`src/rtl/lc3b_types.sv`:
```
// Shared LC-3b memory-hierarchy types used by the L1/L2 width adapter.
package lc3b_types;

  typedef logic [15:0]  lc3b_word;
  typedef logic [127:0] lc3b_line;
  typedef logic [255:0] lc3b_d_line;
  typedef logic [10:0]  lc3b_L2_tag;

  typedef enum logic [1:0] {
    IDLE,
    L2_READ,
    L2_WRITE,
    RESP
  } lc3b_l2_adapter_state;

endpackage

```
`src/rtl/l2_line_buffer.sv`:
```
// One-entry 256-bit L2 line buffer with full-line load and 128-bit half write.
module l2_line_buffer
  import lc3b_types::*;
(
  input  logic       clk,
  input  logic       reset,
  input  logic       load_i,
  input  lc3b_L2_tag load_tag_i,
  input  lc3b_d_line load_data_i,
  input  logic       wr_half_i,
  input  logic       half_sel_i,
  input  lc3b_line   half_data_i,
  input  lc3b_L2_tag lookup_tag_i,
  output logic       hit_o,
  output lc3b_line   half_out_o,
  output lc3b_d_line data_o
);

  lc3b_d_line data_q;
  lc3b_L2_tag tag_q;
  logic       valid_q;

  always_ff @(posedge clk) begin
    if (reset) begin
      valid_q <= 1'b0;
      tag_q   <= '0;
      data_q  <= '0;
    end else if (load_i) begin
      valid_q <= 1'b1;
      tag_q   <= load_tag_i;
      data_q  <= load_data_i;
    end else if (wr_half_i) begin
      if (half_sel_i) data_q[255:128] <= half_data_i;
      else            data_q[127:0]   <= half_data_i;
    end
  end

  assign hit_o      = valid_q && (tag_q == lookup_tag_i);
  assign half_out_o = half_sel_i ? data_q[255:128] : data_q[127:0];
  assign data_o     = data_q;

endmodule

```
`src/rtl/l2_line_adapter.sv`:
```
// 128-bit L1 pmem responder over a 256-bit L2 port; 16-byte writes are merged
// into full L2 lines and a one-line buffer absorbs same-line re-reads.
module l2_line_adapter
  import lc3b_types::*;
(
  input  logic         clk,
  input  logic         reset,
  input  logic [15:0]  pmem_address,
  input  logic         pmem_read,
  input  logic         pmem_write,
  input  logic [127:0] pmem_wdata,
  output logic [127:0] pmem_rdata,
  output logic         pmem_resp,
  output logic [15:0]  l2_address,
  output logic         l2_read,
  output logic         l2_write,
  output logic [255:0] l2_wdata,
  input  logic [255:0] l2_rdata,
  input  logic         l2_resp
);

  lc3b_l2_adapter_state state_q, state_d;
  logic [15:4] addr_q, addr_d;
  logic        is_write_q, is_write_d;
  lc3b_line    wdata_q, wdata_d;
  lc3b_line    rdata_q, rdata_d;

  logic       buf_hit, buf_load, buf_wr_half;
  lc3b_line   buf_half;
  lc3b_d_line buf_data, buf_load_data;
  logic       unused_addr_bits;

  assign unused_addr_bits = ^pmem_address[3:0];

  l2_line_buffer u_buf (
    .clk         (clk),
    .reset       (reset),
    .load_i      (buf_load),
    .load_tag_i  (addr_q[15:5]),
    .load_data_i (buf_load_data),
    .wr_half_i   (buf_wr_half),
    .half_sel_i  (pmem_address[4]),
    .half_data_i (pmem_wdata),
    .lookup_tag_i(pmem_address[15:5]),
    .hit_o       (buf_hit),
    .half_out_o  (buf_half),
    .data_o      (buf_data)
  );

  // A write miss fills the buffer with the L2 line already carrying the new half.
  always_comb begin
    buf_load_data = l2_rdata;
    if (is_write_q) begin
      if (addr_q[4]) buf_load_data[255:128] = wdata_q;
      else           buf_load_data[127:0]   = wdata_q;
    end
  end

  always_comb begin
    state_d     = state_q;
    addr_d      = addr_q;
    is_write_d  = is_write_q;
    wdata_d     = wdata_q;
    rdata_d     = rdata_q;
    buf_load    = 1'b0;
    buf_wr_half = 1'b0;
    unique case (state_q)
      IDLE: begin
        if (pmem_read || pmem_write) begin
          addr_d     = pmem_address[15:4];
          is_write_d = pmem_write;
          wdata_d    = pmem_wdata;
          if (pmem_write) begin
            if (buf_hit) begin
              buf_wr_half = 1'b1;
              state_d     = L2_WRITE;
            end else begin
              state_d = L2_READ;
            end
          end else if (buf_hit) begin
            rdata_d = buf_half;
            state_d = RESP;
          end else begin
            state_d = L2_READ;
          end
        end
      end
      L2_READ: begin
        if (l2_resp) begin
          buf_load = 1'b1;
          if (is_write_q) begin
            state_d = L2_WRITE;
          end else begin
            rdata_d = addr_q[4] ? l2_rdata[255:128] : l2_rdata[127:0];
            state_d = RESP;
          end
        end
      end
      L2_WRITE: begin
        if (l2_resp) state_d = RESP;
      end
      RESP:    state_d = IDLE;
      default: state_d = IDLE;
    endcase
  end

  always_ff @(posedge clk) begin
    if (reset) begin
      state_q    <= IDLE;
      addr_q     <= '0;
      is_write_q <= 1'b0;
      wdata_q    <= '0;
      rdata_q    <= '0;
    end else begin
      state_q    <= state_d;
      addr_q     <= addr_d;
      is_write_q <= is_write_d;
      wdata_q    <= wdata_d;
      rdata_q    <= rdata_d;
    end
  end

  assign pmem_rdata = rdata_q;
  assign pmem_resp  = (state_q == RESP);
  assign l2_read    = (state_q == L2_READ);
  assign l2_write   = (state_q == L2_WRITE);
  assign l2_address = {addr_q[15:5], 5'b0};
  assign l2_wdata   = buf_data;

endmodule

```
`config.mk`:
```
export PLATFORM = sky130hd
export DESIGN_NAME = l2_line_adapter
export DESIGN_NICKNAME = d
export VERILOG_FILES = /design/src/rtl/lc3b_types.sv /design/src/rtl/l2_line_buffer.sv /design/src/rtl/l2_line_adapter.sv
export SDC_FILE = /design/constraint.sdc
export NUM_CORES = 2
export LEC_CHECK = 0
export CORE_AREA = 4 4 316 318
export DETAILED_ROUTE_END_ITERATION = 12
export DIE_AREA = 0 0 320 322
export PLACE_DENSITY = 0.6
export REMOVE_ABC_BUFFERS = 1
export SYNTH_ARGS = -nofsm -noshare
export SYNTH_HDL_FRONTEND = slang
export SYNTH_SLANG_ARGS = --single-unit
```
`constraint.sdc`:
```
create_clock -name clk -period 2.9 [get_ports clk]
set_input_delay 0.58 -clock clk [delete_from_list [all_inputs] [get_ports clk]]
set_output_delay 0.58 -clock clk [all_outputs]
set_load 0.02 [all_outputs]
```
==> results.txt <==
status = finished, final reports clean
critical path class = reg -> out
Max clock buf depth = 3
CTS sink cnt = 539
ranking of synthesized cells by area = dfxtp_1, mux2_2, nand2_1, nor2b_1, a31oi_1
Static Leak = 15.7 nW
core area = 96600 sq um
Cells after Synth = 3595
vias in the first global route = 29300
Reg clk slew, reported paths = 60 ps
Worst Path Required = 2320 ps
Syn Area/Cell = 8.16 sq um
Worst-Margin Slew = 767 ps
non-filler cells, final = 5593
Port Buf Inserts = 798
Num CTS Buffers = 67
Syn-to-layout area delta = 41.3%
clock power share = 29.0%
P_int = 18.5 mW
DR iter-0 viols = 2149
Synth Flop Type = dfxtp_1
commonest cells after routing, fill and taps aside = nand2_1, clkdlybuf4s50_1, dfxtp_1
Post-CTS Hold Buffers = 0
hpwl dp = 86900 microns
dpl cells = 5453
Post-Syn Area = 29300 sq um
RSZ-0062 raised after global routing = false
sw power = 11.3 mW
Yosys top cell area share = 36.8%
Fin. Hold Viols = 0
RePlAce Congestion = 0.911
H-tree levels = 3
Setup-failing EPs final = 0
nets@finish = 4655
Post-CTS Setup Bufs = 0
CTS tree = yes
Final min period = 2670 ps
post-place setup slack = -343 ps
Util after Layout = 43.0%
first-pass GRT wire length = 184000 microns
layout cell share with drive strength beyond 1 = 15.1%
CP Max Fanout = 8
Startpoint Class = flop
Die Height = 322 microns
number of flops mapped to enable cells by yosys = 0
max frequency = 375 MHz
antenna viol nets, final = 0
Comb pwr share = 38.7%
# IOs = 808
post-synthesis cell type count = 35
CP Capture Type = output port
largest net degree at the start of global routing = 116
final setup margin = 234 ps
commonest non-fill, non-tap cell in the layout = nand2_1
max_cap viols = 0
Slew headroom = 48.8%
biggest area consumer among synthesized cells = dfxtp_1
clk_lat worst skew = 610 ps
Pwr Density = 719 nW/um^2
maximum vdd drop = 496 uV
fin crit share = 91.9%
sequential-to-total area share from yosys stat = 36.8%
FFs w/ async S/R, synth = 0%
slowest CP cell = clkdlybuf4s50_1
grt total ovfl = 0
Remaining DRCs = 0
drt total wl = 124000 microns
DIE WIDTH = 320 microns
Vias per Instance = 5.33
Reg power frac = 32.3%
CP peak stage delay = 700 ps
CTS root buffer = clkbuf_16
antenna violations before repair = 29
Die ar. = 103000 sq um
drt wl/cell = 22.2 microns
Layout fillers = 9668
Seq cells post-synth = 539
Placement Rows = 114
Initial Util = 30.4%
worst hold path type = in -> reg
critical path cell sequence = inv_1, ha_4, clkdlybuf4s50_1
YS warnings = 0
drt pass-1 iters = 6
vias = 29800
critical path arrival = 2090 ps
final slew viol count = 0
Final Skew = 24.1 ps
gr usage total = 22.8%
# resized after CTS = 0
Sw Share = 37.8%
final setup TNS = 0 ps
## metrics by stage
stage          cell area (sq um)  hold WS, ps  total power, mW
2_1_floorplan              27700          440             14.6
3_3_place_gp               39200          447             21.2
3_5_place_dp               39200          454             21.3
4_1_cts                    41400          299             30.0
5_1_grt                    41500          312             31.3
6_report                   41500          366             29.8
## worst max-delay path: cells and delay by family (launching register included)
family / cells / cell delay (ps)
buffers and inverters: 2 / 830
flip-flops: 1 / 330
adder cells (fa/ha/maj): 1 / 300
## final timing paths
| check | startpoint | to | slack [ps] | cells after the start |
|---|---|---|---|---|
| worst max register to register | u_buf.tag_q[7]$_SDFFE_PP0P_ | u_buf.data_o[68]$_SDFFE_PP0P_ | 380 | 7 |
| worst min-delay path | reset | pmem_rdata[5]$_SDFFE_PP0P_ | 370 | 2 |
| worst min register to register | pmem_rdata[76]$_SDFFE_PP0P_ | pmem_rdata[76]$_SDFFE_PP0P_ | 460 | 2 |
| worst max-delay path | state_q[1]$_SDFFE_PP0P_ | l2_read | 230 | 3 |
## power groups by stage
stage / Sequential (mW) / Clock, mW / Combinational (mW)
after floorplan: 9.85 / 0 / 4.77
after global placement: 9.75 / 0 / 11.4
after detailed placement: 9.75 / 0 / 11.5
after CTS: 9.61 / 8.82 / 11.6
after global routing: 9.77 / 9.13 / 12.4
final: 9.64 / 8.64 / 11.5
## flip-flops by register name, indices dropped and copies added (netlist names)
signal         cells
u_buf.data_o     256
pmem_rdata       128
wdata_q          128
addr_q            12
u_buf.tag_q       11
state_q            2
is_write_q         1
u_buf.valid_q      1
## cell type report
| type | instances | area (sq um) | share of cell area (%) |
|---|---|---|---|
| clock buffer | 96 | 1940 | 4.67 |
| inverter | 3 | 11.3 | 0.0271 |
| antenna | 21 | 52.6 | 0.127 |
| sequential | 539 | 10800 | 26.0 |
| multi-input combinational | 2692 | 17000 | 40.9 |
| clock inverter | 23 | 299 | 0.721 |
| timing repair buffer | 943 | 9810 | 23.6 |
| tap | 1276 | 1600 | 3.85 |
## kinds of logic (layout without fill, tap and decap cells)
| logic type | after synthesis | after routing | synth area share (%) |
|---|---|---|---|
| simple gates | 1359 | 1359 | 20.3 |
| compound gates | 801 | 801 | 17.6 |
| flops | 539 | 539 | 36.8 |
| mux | 512 | 512 | 19.1 |
| buf+inv | 368 | 1065 | 5.72 |
| xor+xnor | 11 | 11 | 0.328 |
| fa+ha+maj | 4 | 4 | 0.171 |
| other cells | 1 | 26 | 0.0128 |
## routing by layer
| layer | global-route usage [%] | wire [microns] | part of all wire, % |
|---|---|---|---|
| met2 | 38.8 | 60400 | 49 |
| met1 | 27.7 | 50800 | 41 |
| met5 | 0 | 68 | 0.055 |
| met3 | 5.01 | 8300 | 6.7 |
| met4 | 9.73 | 4800 | 3.9 |
## cell usage after synthesis, drive strengths merged, types with 2 or more instances
cell type and n:
nor2 3, and4 3, inv 3, nand3 129, xor2 7, nand2b 3
nor2b 260, nand3b 2, o221ai 128, xnor2 4, mux2i 128, clkbuf 270
nand4 2, o21ai 2, o31a 2, o41ai 2, dfxtp 539, buf 95
a21oi 283, o21bai 128, nand2 947, and2 2, nor3 3, ha 4
nor4 3, a31oi 256, mux2 384
Note: power is estimated with default switching activity, not from simulation.
